===== src/rtl/aurora_chk_pkg.sv =====
// Shared definitions for the Aurora lane pattern checker: FSM encoding and the
// default widths/threshold that the lane instances and the status map agree on.
package aurora_chk_pkg;

  typedef enum logic [1:0] {
    ST_IDLE   = 2'd0,
    ST_HUNT   = 2'd1,
    ST_LOCKED = 2'd2
  } chk_state_e;

  localparam int DEF_DATA_WIDTH  = 64;
  localparam int DEF_CNT_W       = 32;
  localparam int DEF_LOSS_THRESH = 8;
  localparam int RESYNC_W        = 16;
  localparam int MISS_RUN_W      = 8;  // holds LOSS_THRESH up to 255

endpackage


===== src/rtl/sat_counter.sv =====
// Saturating up-counter with a synchronous clear that takes priority over the
// increment; the count sticks at all-ones until cleared.
module sat_counter #(
  parameter int W = 32
) (
  input  logic         clk,
  input  logic         rst_n,
  input  logic         clr_i,
  input  logic         inc_i,
  output logic [W-1:0] count_o
);

  logic [W-1:0] count_q;

  // NOTE: sequential state is written with non-blocking assignments only, so
  // every flop samples the pre-edge values regardless of block ordering.
  always_ff @(posedge clk or negedge rst_n) begin
    if (!rst_n) begin
      count_q <= '0;
    end else if (clr_i) begin
      count_q <= '0;
    end else if (inc_i && (count_q != {W{1'b1}})) begin
      count_q <= count_q + W'(1);
    end
  end

  assign count_o = count_q;

endmodule


===== src/rtl/aurora_err_counter.sv =====
// Per-lane checker for the incrementing test pattern on the Aurora RX stream:
// tracks pattern lock, counts mismatched beats and counts threshold resyncs.
module aurora_err_counter
  import aurora_chk_pkg::*;
#(
  parameter int DATA_WIDTH  = DEF_DATA_WIDTH,
  parameter int LOSS_THRESH = DEF_LOSS_THRESH,
  parameter int CNT_W       = DEF_CNT_W
) (
  input  logic                  sys_clk,
  input  logic                  sys_rst_n,
  input  logic                  channel_up,
  input  logic                  rx_tvalid,
  input  logic [DATA_WIDTH-1:0] rx_tdata,
  input  logic                  err_clr,
  output logic [CNT_W-1:0]      err_count,
  output logic [RESYNC_W-1:0]   resync_count,
  output logic                  lock,
  output logic                  beat_err
);

  chk_state_e              state_q, state_d;
  logic [DATA_WIDTH-1:0]   expected_q, expected_d;
  logic [MISS_RUN_W-1:0]   miss_run_q, miss_run_d;
  logic                    lock_q, beat_err_q;
  logic                    mismatch, resync;
  logic [DATA_WIDTH-1:0]   seed;

  assign seed = rx_tdata + DATA_WIDTH'(1);

  // NOTE: every signal assigned here gets a default first, so no path through
  // the case/if tree leaves one unassigned and infers a latch.
  always_comb begin
    state_d    = state_q;
    expected_d = expected_q;
    miss_run_d = miss_run_q;
    mismatch   = 1'b0;
    resync     = 1'b0;

    if (!channel_up) begin
      // Link down: drop to IDLE and ignore any beat presented this cycle.
      state_d = ST_IDLE;
    end else begin
      unique case (state_q)
        ST_IDLE: state_d = ST_HUNT;
        ST_HUNT: begin
          if (rx_tvalid) begin
            expected_d = seed;
            miss_run_d = '0;
            state_d    = ST_LOCKED;
          end
        end
        ST_LOCKED: begin
          if (rx_tvalid) begin
            if (rx_tdata == expected_q) begin
              expected_d = expected_q + DATA_WIDTH'(1);
              miss_run_d = '0;
            end else begin
              mismatch   = 1'b1;
              expected_d = seed;
              if (miss_run_q + MISS_RUN_W'(1) == MISS_RUN_W'(LOSS_THRESH)) begin
                miss_run_d = '0;
                resync     = 1'b1;
                state_d    = ST_HUNT;
              end else begin
                miss_run_d = miss_run_q + MISS_RUN_W'(1);
              end
            end
          end
        end
        default: state_d = ST_IDLE;
      endcase
    end
  end

  always_ff @(posedge sys_clk or negedge sys_rst_n) begin
    if (!sys_rst_n) begin
      state_q    <= ST_IDLE;
      expected_q <= '0;
      miss_run_q <= '0;
      lock_q     <= 1'b0;
      beat_err_q <= 1'b0;
    end else begin
      state_q    <= state_d;
      expected_q <= expected_d;
      miss_run_q <= miss_run_d;
      lock_q     <= (state_d == ST_LOCKED);
      beat_err_q <= mismatch;
    end
  end

  sat_counter #(.W(CNT_W)) u_err_cnt (
    .clk     (sys_clk),
    .rst_n   (sys_rst_n),
    .clr_i   (err_clr),
    .inc_i   (mismatch),
    .count_o (err_count)
  );

  sat_counter #(.W(RESYNC_W)) u_resync_cnt (
    .clk     (sys_clk),
    .rst_n   (sys_rst_n),
    .clr_i   (err_clr),
    .inc_i   (resync),
    .count_o (resync_count)
  );

  assign lock     = lock_q;
  assign beat_err = beat_err_q;

endmodule

===== config.mk =====
export PLATFORM = sky130hd
export DESIGN_NAME = aurora_err_counter
export DESIGN_NICKNAME = d
export VERILOG_FILES = /design/src/rtl/aurora_chk_pkg.sv /design/src/rtl/sat_counter.sv /design/src/rtl/aurora_err_counter.sv
export SDC_FILE = /design/constraint.sdc
export NUM_CORES = 1
export LEC_CHECK = 0
export CAP_MARGIN = 10
export CORE_MARGIN = 1.5
export CORE_UTILIZATION = 55
export DETAILED_ROUTE_END_ITERATION = 10
export MAX_ROUTING_LAYER = met4
export PLACE_DENSITY = 0.77
export SKIP_LAST_GASP = 1
export SYNTH_ARGS = -nofsm -noshare
export SYNTH_HDL_FRONTEND = slang
export SYNTH_SLANG_ARGS = --single-unit
export TNS_END_PERCENT = 30

===== constraint.sdc =====
create_clock -name sys_clk -period 5.87 [get_ports sys_clk]
set_input_delay 1.174 -clock sys_clk [delete_from_list [all_inputs] [get_ports sys_clk]]
set_output_delay 1.174 -clock sys_clk [all_outputs]
set_load 0.05 [all_outputs]

==> flow_metrics.py, run 1 <==
metrics = {
    "status": {
        "outcome": "finished, final reports clean",
    },
    "setup_path": {
        "timing.rr.start": "expected_q[5]",
        "critPathLaunch": "rx_tdata[11]",
        "crit_type": "input pin to flip-flop",
        "required_ns": 6.18,
        "critPathMaxStageDelay_ns": 0.59,
        "crit_chain": "clkdlybuf4s50_1 -> xnor2_1 -> nand4_1 -> nor4_1 -> nand4_1 -> nand2_1 -> clkinv_1 -> and3_1 -> a211o_1",
        "crit_fanout": 18,
        "endpoint_kind": "flip-flop",
        "start_kind": "input pin",
        "arrival_ns": 4.84,
        "cpMaxStageDelayCell": "nor4_1",
        "crit_path_frequent_cell": "nand4_1",
    },
    "sta": {
        "setup_viol": 0,
        "slew_viol_final": 0,
        "period_share_pct": 77.2,
        "rsz0062_at_grt": "no",
        "finalClockSkew_ns": 0.0118,
        "min_period_ns": 4.53,
        "final-hold-violation-count": 0,
        "fin_ws_ns": 1.34,
        "slew_headroom_pct": 24.8,
        "fmax_mhz": 221,
        "fin_hold_ws_ns": 0.506,
        "fin_setup_tns_ns": 0,
        "worstMarginPinSlew_ns": 1.13,
    },
    "synth": {
        "synth_warnings": 0,
        "synth.distinct_cells": 68,
        "muxShareOfSynthArea_pct": 3.06,
        "synthAdderAreaFrac_pct": 0.657,
        "syn_inst": 1170,
        "syn_area_per_cell_um2": 8.14,
        "syn_area_um2": 9520,
        "ys_top_cells_by_area": "dfrtp_1, xnor2_1, nand3_1",
        "synth_top_family_by_area": "simple AND/OR/NAND/NOR gates",
        "synthArstFlopShare_pct": 100,
        "synth.top_cell.area_share_pct": 32.6,
        "synth-simple-area-share_pct": 32.3,
        "seq_area_frac_synth_pct": 32.6,
        "ys.flop_type": "dfrtp_1",
        "yosys-top-cells-count": "dfrtp_1, xnor2_1, nand3_1, nand2_1, nor2_1",
        "synth_compound_area_share_pct": 13.6,
        "yosys.area.top_type": "dfrtp_1",
        "ys_seq_elements": 124,
        "synth-xor-area-share_pct": 13.4,
        "synth_fp_nets": 1244,
        "synth_most_common_cell": "dfrtp_1",
        "synth-edff-count": 0,
    },
    "floorplanning": {
        "die_w_um": 135,
        "io_pins": 119,
        "core_um2": 16800,
        "start_util_pct": 56.8,
        "rows": 47,
        "die_h_um": 135,
        "design.die.area_um2": 18100,
    },
    "pwr": {
        "power_switching_mw": 1.03,
        "pwr-share-clk_pct": 37.7,
        "switching_share_pct": 33.5,
        "leakagePower_nw": 4.14,
        "peakVddDrop_uv": 210,
        "p_total_mw": 3.08,
        "combinationalPowerShare_pct": 22.3,
        "seq_power_share_pct": 40.0,
        "p_int_mw": 2.05,
        "power_density_nw_per_um2": 271,
    },
    "worst_hold_path": {
        "hold_start": "expected_q[63]",
        "worstHoldPathType": "flip-flop to flip-flop",
    },
    "placement": {
        "place_ws_ns": 1.05,
        "dpl.hpwl_um": 21000,
        "place_congestion": 0.973,
        "io_buffers": 118,
        "place_area_um2": 10800,
        "dp.cells": 1441,
    },
    "clock_tree": {
        "cts_htree_levels": 4,
        "cts_tree": "built",
        "cts_setup_buffers": 0,
        "cts_buffers": 17,
        "cts.sinks": 124,
        "clk_pin_slew_ns": 0.06,
        "clock_path_buffers": 2,
        "cts_resized": 0,
        "insertion_delay_ns": 0.43,
        "ctsRootBufferMaster": "clkbuf_16",
        "cts.hold.buffers_added": 0,
    },
    "grt": {
        "grt_antenna_before_repair": 0,
        "grt_max_degree": 63,
        "grtUsageTotal_pct": 35.0,
        "grt.overflow.total": 0,
        "grt_pass1_wl_um": 48500,
        "grt_pass1_vias": 8996,
    },
    "cells_and_area": {
        "fin_area_um2": 11400,
        "filler_cell_count": 1416,
        "layoutNonFillerInstCount": 1473,
        "num-nets-final": 1314,
        "postLayoutCoreUtil_pct": 68.0,
        "diodes": 0,
        "drive_above_1_share_pct": 5.99,
        "syn2layout_area_growth_pct": 19.6,
    },
    "detailed_routing": {
        "routedWlPerCell_um": 20.5,
        "drtIter0Drc": 1271,
        "detail_route.first_pass.iterations": 6,
        "vias": 9822,
        "drc_errors": 0,
        "vias_per_cell": 6.67,
        "drt_wl_total_um": 30200,
        "drtAntennaViolNets": 0,
    },
    "flow_run": {
        "timing.max_cap.violations": 0,
    },
}
placed cells by master, fill, tap and decap left out, types with 27 or more instances in the layout:
cell type	count
xor2_1	33
and3_1	27
clkdlybuf4s50_1	116
nor2_1	95
nor3_1	52
dfrtp_1	124
o21ai_0	33
a21oi_1	58
xnor2_1	113
nand2_1	101
nand4_1	78
nor4_1	30
nand3_1	103
worst max-delay path: cells and delay by family:
kind,cells,cell delay (ns)
AOI/OAI and AO/OA,1,0.22
and+or+nand+nor,5,2.09
buffers and inverters,2,0.95
xor gates and xnor gates,1,0.40
layer usage:
metal | wire length [µm] | track usage, % | up-vias
li1 | - | - | 4449
met1 | 12700 | 47.2 | 4686
met2 | 13600 | 53.1 | 573
met3 | 2960 | 7.06 | 114
met4 | 966 | 11.2 | 0
met5 | 0 | - | -
layout make-up:
class                      instances  area, µm²  share of cell area [%]
multi-input combinational        945       6020                    52.8
sequential                       124       3100                    27.2
timing repair buffer             130       1280                    11.2
clock buffer                      19        453                    3.98
tap                              220        275                    2.42
clock inverter                    13        185                    1.63
inverter                          22       82.6                   0.725
state kept, by name, summed over array words and instances (netlist names):
name                  flops
beat_err                  1
state_q                   2
u_resync_cnt.count_o     16
miss_run_q                8
u_err_cnt.count_o        32
lock                      1
expected_q               64
logic make-up (layout without fill, tap and decap cells):
kind of cell	Yosys count	in the layout
AOI/OAI and AO/OA	191	191
adders and majority gates	5	5
and+or+nand+nor	575	575
buffers and inverters	101	184
xor gates and xnor gates	146	146
muxes	28	28
DFF	124	124
worst paths after layout:
check                      slack [ns]        endpoint  cells past startpoint
setup reg to reg                 2.25   miss_run_q[6]                      8
max in group asynchronous        3.97  expected_q[57]                      2
hold / removal                   0.51  expected_q[63]                      2
min in group asynchronous        0.84  expected_q[35]                      1
hold reg to reg                  0.51  expected_q[63]                      2
setup / recovery                 1.34   miss_run_q[6]                      9
power groups by stage:
stage | logic (mW) | clock network (mW) | registers, mW
2_1_floorplan | 0.517 | 0 | 1.12
5_1_grt | 0.741 | 1.20 | 1.26
4_1_cts | 0.676 | 1.16 | 1.22
3_5_place_dp | 0.671 | 0 | 1.24
6_report | 0.688 | 1.16 | 1.23
3_3_place_gp | 0.662 | 0 | 1.23
Note: power is estimated with default switching activity, not from simulation.
==> inputs of run 2 (changes only) <==
CORE_UTILIZATION = 52   (was 55)
PLACE_DENSITY = 0.76   (was 0.77)
clock period = 4.05 ns   (was 5.87 ns; I/O delays follow)
==> flow_metrics.py, run 2 (synthesized netlist as in run 1, its figures left out) <==
metrics = {
    "pwr": {
        "power_density_nw_per_um2": 373,
        "p_total_mw": 4.30,
        "peakVddDrop_uv": 334,
        "leakagePower_nw": 4.23,
    },
    "grt": {
        "grt_antenna_before_repair": 0,
        "busiest_layer": "met2",
        "grt_pass1_vias": 9074,
        "grt_use_met1_pct": 43.3,
        "globalRouteMet2Util_pct": 49.1,
        "grt_pass1_wl_um": 48700,
        "grtUsageTotal_pct": 32.6,
        "grt_max_degree": 63,
        "gr-usage-met3_pct": 6.72,
        "grt.overflow.total": 0,
    },
    "clock_tree": {
        "cts_tree": "built",
        "cts_buffers": 17,
        "cts.hold.buffers_added": 0,
        "cts_setup_buffers": 0,
        "cts_htree_levels": 4,
        "ctsRootBufferMaster": "clkbuf_16",
        "cts.sinks": 124,
        "clock_path_buffers": 2,
        "insertion_delay_ns": 0.43,
        "clk_pin_slew_ns": 0.06,
        "cts_resized": 0,
    },
    "setup_path": {
        "worstRegToRegCells": 7,
        "start_kind": "input pin",
        "crit_fanout": 24,
        "crit_type": "input pin to flip-flop",
        "endpoint_kind": "flip-flop",
        "arrival_ns": 3.89,
        "required_ns": 4.36,
        "timing.rr.start": "expected_q[16]",
        "critPathLaunch": "rx_tdata[11]",
    },
    "cells_and_area": {
        "final_cell_mix": "dfrtp_1, clkdlybuf4s50_1, xnor2_1, nand3_1, nand2_1",
        "layoutNonFillerInstCount": 1505,
        "final_common_cell": "dfrtp_1",
        "syn2layout_area_growth_pct": 21.2,
        "top_register": "expected_q",
        "filler_cell_count": 1577,
        "largest_reg_flops": 64,
        "diodes": 0,
        "drive_above_1_share_pct": 7.60,
        "num-nets-final": 1337,
    },
    "floorplanning": {
        "io_pins": 119,
        "die_w_um": 138,
        "rows": 49,
        "die_h_um": 138,
        "start_util_pct": 53.0,
        "design.die.area_um2": 19100,
        "core_um2": 18000,
    },
    "sta": {
        "min_period_ns": 3.58,
        "fmax_mhz": 279,
        "finalClockSkew_ns": 0.0119,
        "period_share_pct": 88.5,
        "worstMarginPinSlew_ns": 1.07,
        "rsz0062_at_grt": "no",
        "fin_setup_tns_ns": 0,
        "slew_viol_final": 0,
        "final-hold-violation-count": 0,
        "fin_ws_ns": 0.466,
        "setup_viol": 0,
        "slew_headroom_pct": 28.8,
    },
    "detailed_routing": {
        "vias": 9642,
        "drtIter0Drc": 938,
        "vias_per_cell": 6.41,
        "drt_wl_total_um": 29900,
        "detail_route.first_pass.iterations": 6,
        "routedWlPerCell_um": 19.9,
        "drc_errors": 0,
        "drtAntennaViolNets": 0,
    },
    "placement": {
        "io_buffers": 118,
        "place_ws_ns": 0.197,
        "dp.cells": 1473,
        "dpl.hpwl_um": 21700,
        "place_congestion": 1.01,
    },
    "flow_run": {
        "timing.max_cap.violations": 0,
    },
    "status": {
        "outcome": "finished, final reports clean",
    },
    "worst_hold_path": {
        "worstHoldPathType": "input pin to asynchronous set/reset pin",
    },
}
run 2: stage by stage:
step                      cell area (µm²)  utilization [%]  hold WS [ns]
after floorplan                      9520                -         0.470
after global placement              11000             61.0         0.491
after detailed placement            11000             61.0         0.501
after CTS                           11500             64.3         0.378
after global routing                11500             64.3         0.402
final                               11500             64.3         0.358
run 2: worst max-delay path, cell delays in order:
cell	delay [ns]
clkdlybuf4s50_1	0.54
xnor2_1	0.55
nand4_1	0.15
nor4_1	0.47
and4_1	0.35
buf_4	0.33
nor3_1	0.17
and4_1	0.25
mux2_2	0.27
run 2: layout make-up:
| type | instances | area, µm² | share of cell area [%] |
|---|---|---|---|
| Sequential cell | 124 | 3100 | 26.9 |
| Clock inverter | 11 | 109 | 0.943 |
| Inverter | 22 | 82.6 | 0.715 |
| Clock buffer | 21 | 470 | 4.08 |
| Multi-Input combinational cell | 945 | 6020 | 52.1 |
| Tap cell | 229 | 287 | 2.48 |
| Timing Repair Buffer | 153 | 1470 | 12.8 |
run 2: report_power, final:
group          switching [mW]  internal (mW)
clock network           0.618          0.899
registers               0.336           1.44
logic                   0.540          0.469
run 2: worst paths after layout:
path                                                 end  slack, ns
worst max-delay path             u_resync_cnt.count_o[3]       0.47
worst min-delay path                      expected_q[12]       0.36
worst max register to register            expected_q[51]       0.88
worst min register to register            expected_q[63]       0.51
max in group asynchronous       u_resync_cnt.count_o[11]       2.92
min in group sys_clk                      expected_q[63]       0.51
run 2: per-layer routing:
| layer | wire length, µm | part of all wire, % |
|---|---|---|
| met3 | 2740 | 9.2 |
| met4 | 893 | 3.0 |
| met5 | 0 | 0 |
| met2 | 13500 | 45 |
| met1 | 12800 | 43 |
==> inputs of run 3 (changes only) <==
SLEW_MARGIN = 20   (was unset)
SYNTH_HIERARCHICAL = 1   (was unset)
==> flow_metrics.py, run 3 <==
metrics = {
    "detailed_routing": {
        "vias_per_cell": 6.77,
        "drtIter0Drc": 1217,
        "drc_errors": 0,
        "drt_wl_total_um": 34200,
        "routedWlPerCell_um": 20.7,
        "detail_route.first_pass.iterations": 6,
        "vias": 11200,
        "drtAntennaViolNets": 0,
    },
    "placement": {
        "dp.cells": 1620,
        "dpl.hpwl_um": 24000,
        "place_congestion": 1.02,
        "io_buffers": 118,
        "place_ws_ns": -0.00800,
    },
    "setup_path": {
        "arrival_ns": 3.99,
        "cpMaxStageDelayCell": "clkdlybuf4s50_1",
        "crit_fanout": 19,
        "endpoint_kind": "flip-flop",
        "crit_type": "input pin to flip-flop",
        "required_ns": 4.36,
        "crit_chain": "clkdlybuf4s50_1 -> xnor2_1 -> nand4_1 -> nor4_1 -> and4_2 -> nor3_1 -> and3_1 -> nand4_1 -> a21o_1 -> nor4_1 -> mux2_2",
        "critPathMaxStageDelay_ns": 0.59,
        "start_kind": "input pin",
    },
    "cells_and_area": {
        "layoutNonFillerInstCount": 1652,
        "num-nets-final": 1448,
        "final_common_cell": "dfrtp_1",
        "diodes": 0,
        "syn2layout_area_growth_pct": 22.1,
        "final_cell_mix": "dfrtp_1, clkdlybuf4s50_1, xnor2_1, nand2_1, nand4_1",
        "largest_reg_flops": 64,
        "top_register": "expected_q",
        "filler_cell_count": 1727,
        "drive_above_1_share_pct": 13.7,
    },
    "pwr": {
        "p_total_mw": 4.47,
        "leakagePower_nw": 4.50,
        "peakVddDrop_uv": 342,
        "power_density_nw_per_um2": 349,
    },
    "synth": {
        "synth-edff-count": 0,
        "ys.flop_type": "dfrtp_1",
        "syn_inst": 1265,
        "yosys-top-cells-count": "dfrtp_1, xnor2_1, nand2_1, nand3_1, nand4_1",
        "ys_top_cells_by_area": "dfrtp_1, xnor2_1, nand4_1",
        "seq_area_frac_synth_pct": 29.6,
        "synth_most_common_cell": "dfrtp_1",
        "synth.top_cell.area_share_pct": 29.6,
        "synthArstFlopShare_pct": 100,
        "synth_fp_nets": 1339,
        "syn_area_um2": 10500,
        "synth.distinct_cells": 92,
        "ys_seq_elements": 124,
        "synth_warnings": 6,
        "syn_area_per_cell_um2": 8.29,
        "yosys.area.top_type": "dfrtp_1",
    },
    "sta": {
        "fin_setup_tns_ns": 0,
        "slew_headroom_pct": 20.0,
        "fmax_mhz": 272,
        "rsz0062_at_grt": "no",
        "min_period_ns": 3.68,
        "fin_hold_ws_ns": 0.498,
        "worstMarginPinSlew_ns": 1.19,
        "period_share_pct": 90.8,
        "slew_viol_final": 0,
        "setup_viol": 0,
        "final-hold-violation-count": 0,
        "fin_ws_ns": 0.372,
        "finalClockSkew_ns": 0.0118,
    },
    "status": {
        "outcome": "finished, final reports clean",
    },
    "grt": {
        "grt_max_degree": 95,
        "grtUsageTotal_pct": 33.3,
        "grt_antenna_before_repair": 0,
        "grt_pass1_vias": 10100,
        "grt_pass1_wl_um": 54800,
        "grt.overflow.total": 0,
    },
    "floorplanning": {
        "core_um2": 19700,
        "rows": 51,
        "design.die.area_um2": 21000,
        "die_w_um": 145,
        "die_h_um": 145,
        "io_pins": 119,
        "start_util_pct": 53.4,
    },
    "clock_tree": {
        "cts.sinks": 124,
        "cts_htree_levels": 4,
        "clock_path_buffers": 2,
        "cts_setup_buffers": 0,
        "ctsRootBufferMaster": "clkbuf_16",
        "cts_resized": 0,
        "cts.hold.buffers_added": 0,
        "insertion_delay_ns": 0.43,
        "cts_tree": "built",
        "cts_buffers": 17,
        "clk_pin_slew_ns": 0.06,
    },
    "flow_run": {
        "timing.max_cap.violations": 0,
    },
    "worst_hold_path": {
        "worstHoldPathType": "input pin to asynchronous set/reset pin",
    },
}
==> run 3: changes by cell type after synthesis, moves of 11 or more <==
cell       before  now
a31oi_1         2   23
nor2_1         95   76
nand3_1       104   81
a21oi_1        58   40
clkbuf_1       49   80
a2bb2oi_1      16    0
xnor2_1       113  102
o221a_2         0   11
mux2i_1        19    5
a211oi_1        2   17
nor4_1         30   42
==> run 3: critical path: cells and delay by family <==
kind / cells / cell delay, ns
XOR/XNOR: 1 / 0.14
AO/OA/AOI/OAI: 1 / 0.34
AND/OR/NAND/NOR: 7 / 1.72
buffers and inverters: 1 / 0.59
multiplexers: 1 / 0.38
==> run 3: area by class of cell <==
type                    instances  area [µm²]  area share [%]
multi-input cells            1005        6870            53.6
flip-flops and latches        124        3100            24.2
well taps                     265         332            2.59
clock inverters                14         134            1.04
clock buffers                  18         439            3.43
inverters                      27         101           0.791
repair buffers                199        1830            14.3
==> run 3: cell families after synthesis <==
group	share of synthesized area [%]
XOR/XNOR	10.8
multiplexers	1.59
AND/OR/NAND/NOR	31.7
buffers and inverters	5.28
adder cells (fa/ha/maj)	0.596
AO/OA/AOI/OAI	20.5
flip-flops	29.6
==> run 3: per-stage QoR <==
step	instance area [µm²]	util [%]
after detailed placement	12200	62.3
after CTS	12800	65.2
after global routing	12800	65.2
after floorplan	10500	-
after global placement	12200	62.3
final	12800	65.2
==> run 3: final timing paths <==
kind	from	end	slack (ns)	cells past startpoint
max	rx_tdata[24]	u_err_cnt/count_o[31]	0.37	11
min	sys_rst_n	u_resync_cnt/count_o[5]	0.50	1
max reg2reg	expected_q[16]	u_err_cnt/count_o[31]	0.82	10
min reg2reg	miss_run_q[0]	miss_run_q[0]	0.53	1
max in group asynchronous	sys_rst_n	u_err_cnt/count_o[29]	2.49	2
min in group sys_clk	miss_run_q[0]	miss_run_q[0]	0.53	1
==> run 3: per-layer routing <==
layer / GRT usage [%] / share of wire, %
met2: 51.2 / 46
met3: 5.28 / 8.7
met4: 15.4 / 4.6
met1: 43.0 / 41
met5: - / 0
==> run 3: power by group <==
group	leakage [nW]	internal, mW	total (mW)	switching (mW)
clock network	0.284	0.872	1.49	0.621
registers	1.58	1.44	1.80	0.363
logic	2.64	0.558	1.17	0.614
total	4.50	2.87	4.47	1.60
